`src/rtl/span_pkg.sv`:
```
// Shared constants, register map and loader state type for the span_cme loader.
// Optional readback verification is enabled with SPAN_LOADER_READBACK_EN.
package span_pkg;

    localparam int DATA_W       = 16;
    localparam int OFFSET_W     = 6;
    localparam int NUM_REGS     = 34;
    localparam int CALC_LATENCY = 8;

    localparam logic [OFFSET_W-1:0] OFF_PRICE = 6'd0;
    localparam logic [OFFSET_W-1:0] OFF_LAST  = 6'd33;

    typedef enum logic [2:0] {
        IDLE,
        LOAD,
        VERIFY,
        WAIT,
        OUT,
        DRAIN
    } loader_state_t;

    function automatic int max_int(input int a, input int b);
        return (a > b) ? a : b;
    endfunction

endpackage

```
`src/rtl/span_shadow_regs.sv`:
```
// Shadow copy of the words written to span_cme, used to check readback data.
// Single write port, registered read port; no reset on the storage.
module span_shadow_regs
    import span_pkg::*;
#(
    parameter int DEPTH = NUM_REGS,
    parameter int WIDTH = DATA_W,
    parameter int AW    = OFFSET_W
) (
    input  logic             clk,
    input  logic             i_we,
    input  logic [AW-1:0]    i_waddr,
    input  logic [WIDTH-1:0] i_wdata,
    input  logic [AW-1:0]    i_raddr,
    output logic [WIDTH-1:0] o_rdata
);

    logic [WIDTH-1:0] r_mem [DEPTH];

    // Write incoming word, return stored word one cycle after the address.
    always_ff @(posedge clk) begin
        if (i_we) begin
            r_mem[i_waddr] <= i_wdata;
        end
        o_rdata <= r_mem[i_raddr];
    end

endmodule

```
`src/rtl/span_param_loader.sv`:
```
// Streams one contract record onto the span_cme register bus, waits for the
// scan calculation and returns priceScanRange. Readback: SPAN_LOADER_READBACK_EN.
module span_param_loader
    import span_pkg::*;
#(
    parameter int DATA_W       = span_pkg::DATA_W,
    parameter int OFFSET_W     = span_pkg::OFFSET_W,
    parameter int NUM_REGS     = span_pkg::NUM_REGS,
    parameter int CALC_LATENCY = span_pkg::CALC_LATENCY
) (
    input  logic                clk,
    input  logic                reset,
    input  logic                in_valid,
    input  logic [DATA_W-1:0]   in_data,
    input  logic                in_last,
    output logic                in_ready,
    output logic [DATA_W-1:0]   writeData,
    output logic [OFFSET_W-1:0] offset,
    output logic                write,
    output logic                chipselect,
    output logic                read,
    input  logic [DATA_W-1:0]   readData,
    input  logic [DATA_W-1:0]   priceScanRange,
    output logic                res_valid,
    output logic [DATA_W-1:0]   res_data,
    input  logic                res_ready,
    output logic                err_len,
    output logic                err_readback,
    output logic                busy
);

    localparam int CNT_MAX = max_int(NUM_REGS, CALC_LATENCY);
    localparam int CNT_W   = $clog2(CNT_MAX) + 1;

    localparam logic [CNT_W-1:0] LAST_WORD = CNT_W'(NUM_REGS - 1);
    localparam logic [CNT_W-1:0] LAST_WAIT = CNT_W'(CALC_LATENCY - 1);

    loader_state_t       r_state, w_state_n;
    logic [CNT_W-1:0]    r_cnt, w_cnt_n;
    logic                r_write, w_write_n;
    logic                r_read, w_read_n;
    logic                r_cs, w_cs_n;
    logic [OFFSET_W-1:0] r_offset, w_offset_n;
    logic [DATA_W-1:0]   r_wdata, w_wdata_n;
    logic                r_res_valid, w_res_valid_n;
    logic [DATA_W-1:0]   r_res_data, w_res_data_n;
    logic                r_err_len, w_err_len_n;

    logic                w_in_ready;
    logic                w_accept;
    logic                w_load_word;
    logic [CNT_W-1:0]    w_widx;
    logic [OFFSET_W-1:0] w_waddr;

    assign w_in_ready  = (r_state == IDLE) || (r_state == LOAD)
                      || (r_state == DRAIN);
    assign w_accept    = in_valid && w_in_ready;
    assign w_load_word = w_accept
                      && ((r_state == IDLE) || (r_state == LOAD));
    // A word taken in IDLE always starts a fresh record at offset 0.
    assign w_widx      = (r_state == LOAD) ? r_cnt : '0;
    assign w_waddr     = OFFSET_W'(w_widx);

    // Next state, word/latency counter and registered bus/result values.
    always_comb begin
        w_state_n     = r_state;
        w_cnt_n       = r_cnt;
        w_write_n     = 1'b0;
        w_read_n      = 1'b0;
        w_cs_n        = 1'b0;
        w_offset_n    = r_offset;
        w_wdata_n     = r_wdata;
        w_res_valid_n = r_res_valid;
        w_res_data_n  = r_res_data;
        w_err_len_n   = 1'b0;

        if (w_load_word) begin
            w_write_n  = 1'b1;
            w_cs_n     = 1'b1;
            w_offset_n = w_waddr;
            w_wdata_n  = in_data;
        end

        unique case (r_state)
            IDLE, LOAD: begin
                if (w_accept) begin
                    if (w_widx == LAST_WORD) begin
                        w_cnt_n = '0;
                        if (in_last) begin
`ifdef SPAN_LOADER_READBACK_EN
                            w_state_n = VERIFY;
`else
                            w_state_n = WAIT;
`endif
                        end else begin
                            w_err_len_n = 1'b1;
                            w_state_n   = DRAIN;
                        end
                    end else if (in_last) begin
                        w_err_len_n = 1'b1;
                        w_state_n   = IDLE;
                    end else begin
                        w_state_n = LOAD;
                        w_cnt_n   = w_widx + 1'b1;
                    end
                end
            end
            VERIFY: begin
`ifdef SPAN_LOADER_READBACK_EN
                w_read_n   = 1'b1;
                w_cs_n     = 1'b1;
                w_offset_n = OFFSET_W'(r_cnt);
                if (r_cnt == LAST_WORD) begin
                    w_state_n = WAIT;
                    w_cnt_n   = '0;
                end else begin
                    w_cnt_n = r_cnt + 1'b1;
                end
`else
                w_state_n = IDLE;
`endif
            end
            WAIT: begin
                if (r_cnt == LAST_WAIT) begin
                    w_res_valid_n = 1'b1;
                    w_res_data_n  = priceScanRange;
                    w_state_n     = OUT;
                end else begin
                    w_cnt_n = r_cnt + 1'b1;
                end
            end
            OUT: begin
                if (res_ready) begin
                    w_res_valid_n = 1'b0;
                    w_state_n     = IDLE;
                end
            end
            DRAIN: begin
                if (w_accept && in_last) begin
                    w_state_n = IDLE;
                end
            end
            default: begin
                w_state_n = IDLE;
            end
        endcase
    end

    // State and output registers; reset drops any partial record.
    always_ff @(posedge clk) begin
        if (reset) begin
            r_state     <= IDLE;
            r_cnt       <= '0;
            r_write     <= 1'b0;
            r_read      <= 1'b0;
            r_cs        <= 1'b0;
            r_offset    <= '0;
            r_wdata     <= '0;
            r_res_valid <= 1'b0;
            r_res_data  <= '0;
            r_err_len   <= 1'b0;
        end else begin
            r_state     <= w_state_n;
            r_cnt       <= w_cnt_n;
            r_write     <= w_write_n;
            r_read      <= w_read_n;
            r_cs        <= w_cs_n;
            r_offset    <= w_offset_n;
            r_wdata     <= w_wdata_n;
            r_res_valid <= w_res_valid_n;
            r_res_data  <= w_res_data_n;
            r_err_len   <= w_err_len_n;
        end
    end

`ifdef SPAN_LOADER_READBACK_EN
    logic [DATA_W-1:0] w_shadow_q;
    logic              r_cmp_vld;
    logic              r_err_rb;

    span_shadow_regs #(
        .DEPTH (NUM_REGS),
        .WIDTH (DATA_W),
        .AW    (OFFSET_W)
    ) u_shadow (
        .clk     (clk),
        .i_we    (w_load_word),
        .i_waddr (w_waddr),
        .i_wdata (in_data),
        .i_raddr (r_offset),
        .o_rdata (w_shadow_q)
    );

    // Compare span_cme read data with the shadow one cycle after each read.
    always_ff @(posedge clk) begin
        if (reset) begin
            r_cmp_vld <= 1'b0;
            r_err_rb  <= 1'b0;
        end else begin
            r_cmp_vld <= r_read;
            r_err_rb  <= r_cmp_vld && (readData != w_shadow_q);
        end
    end

    assign err_readback = r_err_rb;
`else
    logic w_unused_rd;
    assign w_unused_rd  = ^readData;
    assign err_readback = 1'b0;
`endif

    assign in_ready   = w_in_ready;
    assign writeData  = r_wdata;
    assign offset     = r_offset;
    assign write      = r_write;
    assign chipselect = r_cs;
    assign read       = r_read;
    assign res_valid  = r_res_valid;
    assign res_data   = r_res_data;
    assign err_len    = r_err_len;
    assign busy       = (r_state != IDLE);

endmodule

```
`config.mk`:
```
export PLATFORM = sky130hd
export DESIGN_NAME = span_param_loader
export DESIGN_NICKNAME = d
export VERILOG_FILES = /design/src/rtl/span_pkg.sv /design/src/rtl/span_shadow_regs.sv /design/src/rtl/span_param_loader.sv
export SDC_FILE = /design/constraint.sdc
export NUM_CORES = 1
export LEC_CHECK = 0
export ABC_AREA = 0
export BUFFER_PORTS_ARGS = -buffer_cell sky130_fd_sc_hd__buf_4
export CAP_MARGIN = 20
export CORE_ASPECT_RATIO = 2
export CORE_MARGIN = 2
export CORE_UTILIZATION = 44
export CTS_BUF_LIST = sky130_fd_sc_hd__clkbuf_8
export DETAILED_ROUTE_END_ITERATION = 10
export PLACE_DENSITY = 0.75
export SYNTH_ARGS = -nofsm -noshare
export SYNTH_HDL_FRONTEND = slang
export SYNTH_SLANG_ARGS = --single-unit
```
`constraint.sdc`:
```
create_clock -name clk -period 5.3 [get_ports clk]
set_input_delay 0.265 -clock clk [delete_from_list [all_inputs] [get_ports clk]]
set_output_delay 0.265 -clock clk [all_outputs]
set_load 0.02 [all_outputs]
```
==> results.json <==
{
  "synth_simple_gate_area_share_pct": 23.46,
  "drtIter0Drc": 44,
  "grt_usage_pct": 21.30,
  "dp.cells": 388,
  "p_int_mw": 0.5340,
  "syn_inst": 267,
  "place_area_mm2": 0.002884,
  "critPathSlowestCell": "dfxtp_1",
  "yosysMostFrequentCell": "dfxtp_1",
  "relSlewSlack_pct": 45.52,
  "start_util_pct": 45.14,
  "synth-edff-count": 0,
  "switching_share_pct": 25.52,
  "holdPathStages": 3,
  "drtPass1Iterations": 4,
  "die_y_um": 106.2,
  "yosysTopAreaCell": "dfxtp_1",
  "drtAntennaViolNets": 0,
  "combPwrFrac_pct": 11.2,
  "hold_viol_final": 0,
  "cts_max_level": 2,
  "synthArstFlopShare_pct": 0,
  "globalplace.congestion": 0.8160,
  "crit_fanout": 22,
  "setup_viol": 0,
  "yosys-top-cells-area": "dfxtp_1 44%, mux2i_1 7.0%, nand2_1 6.7%",
  "setup_tns_ps": 0,
  "synth_common_cells": "51 x dfxtp_1, 41 x nand2_1, 33 x nor2_1, 29 x a21oi_1, 16 x mux2i_1",
  "slowest_delay_ps": 820,
  "cp.arrival_ps": 2860,
  "wl_per_cell_um": 14.40,
  "dp_hpwl_mm": 4.047,
  "r2r-start": "r_state[1]",
  "p_switching_mw": 0.1830,
  "port_buffers": 80,
  "stdcell_count": 396,
  "crit_path_cell_trace": "nor2_4, and3_1, ha_1, nand3b_1, nor2_1, or4b_1, a41o_1, a21oi_1",
  "ys_seq_area_share_pct": 44.42,
  "grt_first_pass_wirelength_mm": 9.246,
  "coreArea_mm2": 0.005092,
  "leakagePower_nw": 1.428,
  "synthDominantCellAreaShare_pct": 44.42,
  "crit_type": "flip-flop to flip-flop",
  "ioPinCount": 99,
  "p_clk_share_pct": 33.3,
  "r2r_cells": 8,
  "required_ps": 5540,
  "holdCritPathClass": "input pin to flip-flop",
  "antenna_found_initial": 0,
  "root_buffer": "clkbuf_8",
  "yosysWarnings": 0,
  "avgSynthCellArea_um2": 8.608,
  "via_per_inst": 5.467,
  "ir_drop_mv": 0.2268,
  "die_area_mm2": 0.005853,
  "cts_sinks": 51,
  "synth.cell_area_mm2": 0.002298,
  "synth_xor_area_share_pct": 0,
  "cts-hold-fix-buffers": 0,
  "num_vias": 2165,
  "min_to": "res_data[6]",
  "drv_slew": 0,
  "path_clk_slew_ps": 100,
  "grt_pass1_vias": 2050,
  "cts_tree": "done",
  "hp-start": "priceScanRange[6]",
  "totalWireLength_mm": 5.704,
  "diodes": 0,
  "grt_max_degree": 53,
  "drive_gt1_share_pct": 29.59,
  "seqPwrFrac_pct": 55.5,
  "min_period_over_period_pct": 49.40,
  "maxCapViolCount": 0,
  "fin_crit_ps": 2618,
  "cts_made_buffers": 5,
  "reg2reg_to": "r_cnt[2]",
  "max_freq_mhz": 382.0,
  "hold_ws_ps": 183.8,
  "end_kind": "flip-flop",
  "ys_ff_latch": 51,
  "area_growth_pct": 29.61,
  "post-route-cell-area_mm2": 0.002979,
  "final_nets": 396,
  "ys_dominant_reg_cell": "dfxtp_1",
  "synth_top_family_by_area": "simple AND/OR/NAND/NOR gates",
  "cts_resized": 0,
  "die_w_um": 55.11,
  "drcViolationCount": 0,
  "cp-start-kind": "flip-flop",
  "placementRows": 37,
  "synth.distinct_cells": 47,
  "tightest_slew_ps": 815.2,
  "synth_mux_area_share_pct": 7.458,
  "grt_overflow": 0,
  "startpoint": "r_state[1]",
  "cts_max_path_buffers": 2,
  "rsz0062_at_grt": "no",
  "reg2reg_slack_ps": 2680,
  "insertion_delay_ps": 310,
  "synth_fa_ha_area_share_pct": 3.266,
  "synth_compound_area_share_pct": 15.46,
  "skew_ps": 7.823,
  "outcome": "finished clean",
  "post_cts.repair.setup_buffers": 0,
  "powerDensity_mw_per_mm2": 240.7
}
==> flip-flops by register name, summed over array words and instances (netlist names) <==
signal      count
offset          6
chipselect      1
err_len         1
r_state         3
res_valid       1
writeData      16
res_data       16
r_cnt           7
==> logic make-up after synthesis <==
kind of cell | count (synthesis)
AOI/OAI and AO/OA | 58
DFF | 51
and+or+nand+nor | 108
buffers and inverters | 26
muxes | 17
adders and majority gates | 6
other | 1
==> layout make-up <==
class | instances | area [um^2]
fill | 496 | 2113
multi-input combinational | 191 | 1149
sequential | 51 | 1021
timing repair buffer | 81 | 615.6
clock buffer | 6 | 82.58
tap | 58 | 72.57
inverter | 7 | 26.28
clock inverter | 2 | 12.51
==> critical path: cells and delay by family (launching register included) <==
family / cells / cell delay, ps
and+or+nand+nor: 5 / 1150
DFF: 1 / 820
AOI/OAI and AO/OA: 2 / 400
adders and majority gates: 1 / 180
==> through the flow <==
step                worst slack [ps]  total power [mW]  util [%]
finish                          2682            0.7171     58.50
floorplan                       3322            0.4500         -
global route                    2527            0.7480     58.50
CTS                             2712            0.7262     58.50
detailed placement              2723            0.4880     56.63
global placement                2698            0.4867     56.34
==> per-layer routing <==
| layer | track usage (%) | wire (um) | up-vias |
|---|---|---|---|
| met4 | 10.63 | 147 | 0 |
| met2 | 36.48 | 3176 | 67 |
| li1 | - | - | 1056 |
| met1 | 22.95 | 2105 | 1029 |
| met5 | 0 | 0 | - |
| met3 | 4.916 | 273 | 13 |
==> cell usage in the layout, fill, tap and decap left out, types with 2 or more instances in the layout <==
cell,netlist,final
clkbuf_8,0,6
buf_4,5,80
o31ai_1,2,2
or4b_1,2,2
or4_1,2,2
and3_1,2,2
a21oi_1,29,29
conb_1,1,2
nand3_1,5,5
a41o_1,2,2
o21ai_0,8,8
mux2i_1,16,16
dfxtp_1,51,51
a22oi_1,6,6
a211o_1,2,2
nor2_1,33,33
nor3_1,2,2
inv_1,7,8
nand4b_1,3,3
nand2_1,41,41
nor2b_1,2,2
and2_1,2,2
ha_1,6,6
a31oi_1,2,2
nand3b_1,3,3
==> worst max path at each step <==
stage	to	slack, ps	cells after the start
floorplan	r_cnt[2]	3320	8
global placement	res_data[10]	2700	6
detailed placement	r_cnt[2]	2720	8
CTS	r_cnt[2]	2710	8
global route	r_cnt[3]	2530	8
finish	r_cnt[2]	2680	8
==> power by group through the flow <==
stage          clock, mW  combinational (mW)  sequential (mW)
3_5_place_dp           0              0.0810            0.407
4_1_cts            0.247              0.0812            0.398
3_3_place_gp           0              0.0801            0.407
6_report           0.239              0.0805            0.398
2_1_floorplan          0              0.0355            0.415
5_1_grt            0.260              0.0883            0.399
No activity file was read; power rests on OpenSTA's default activity.
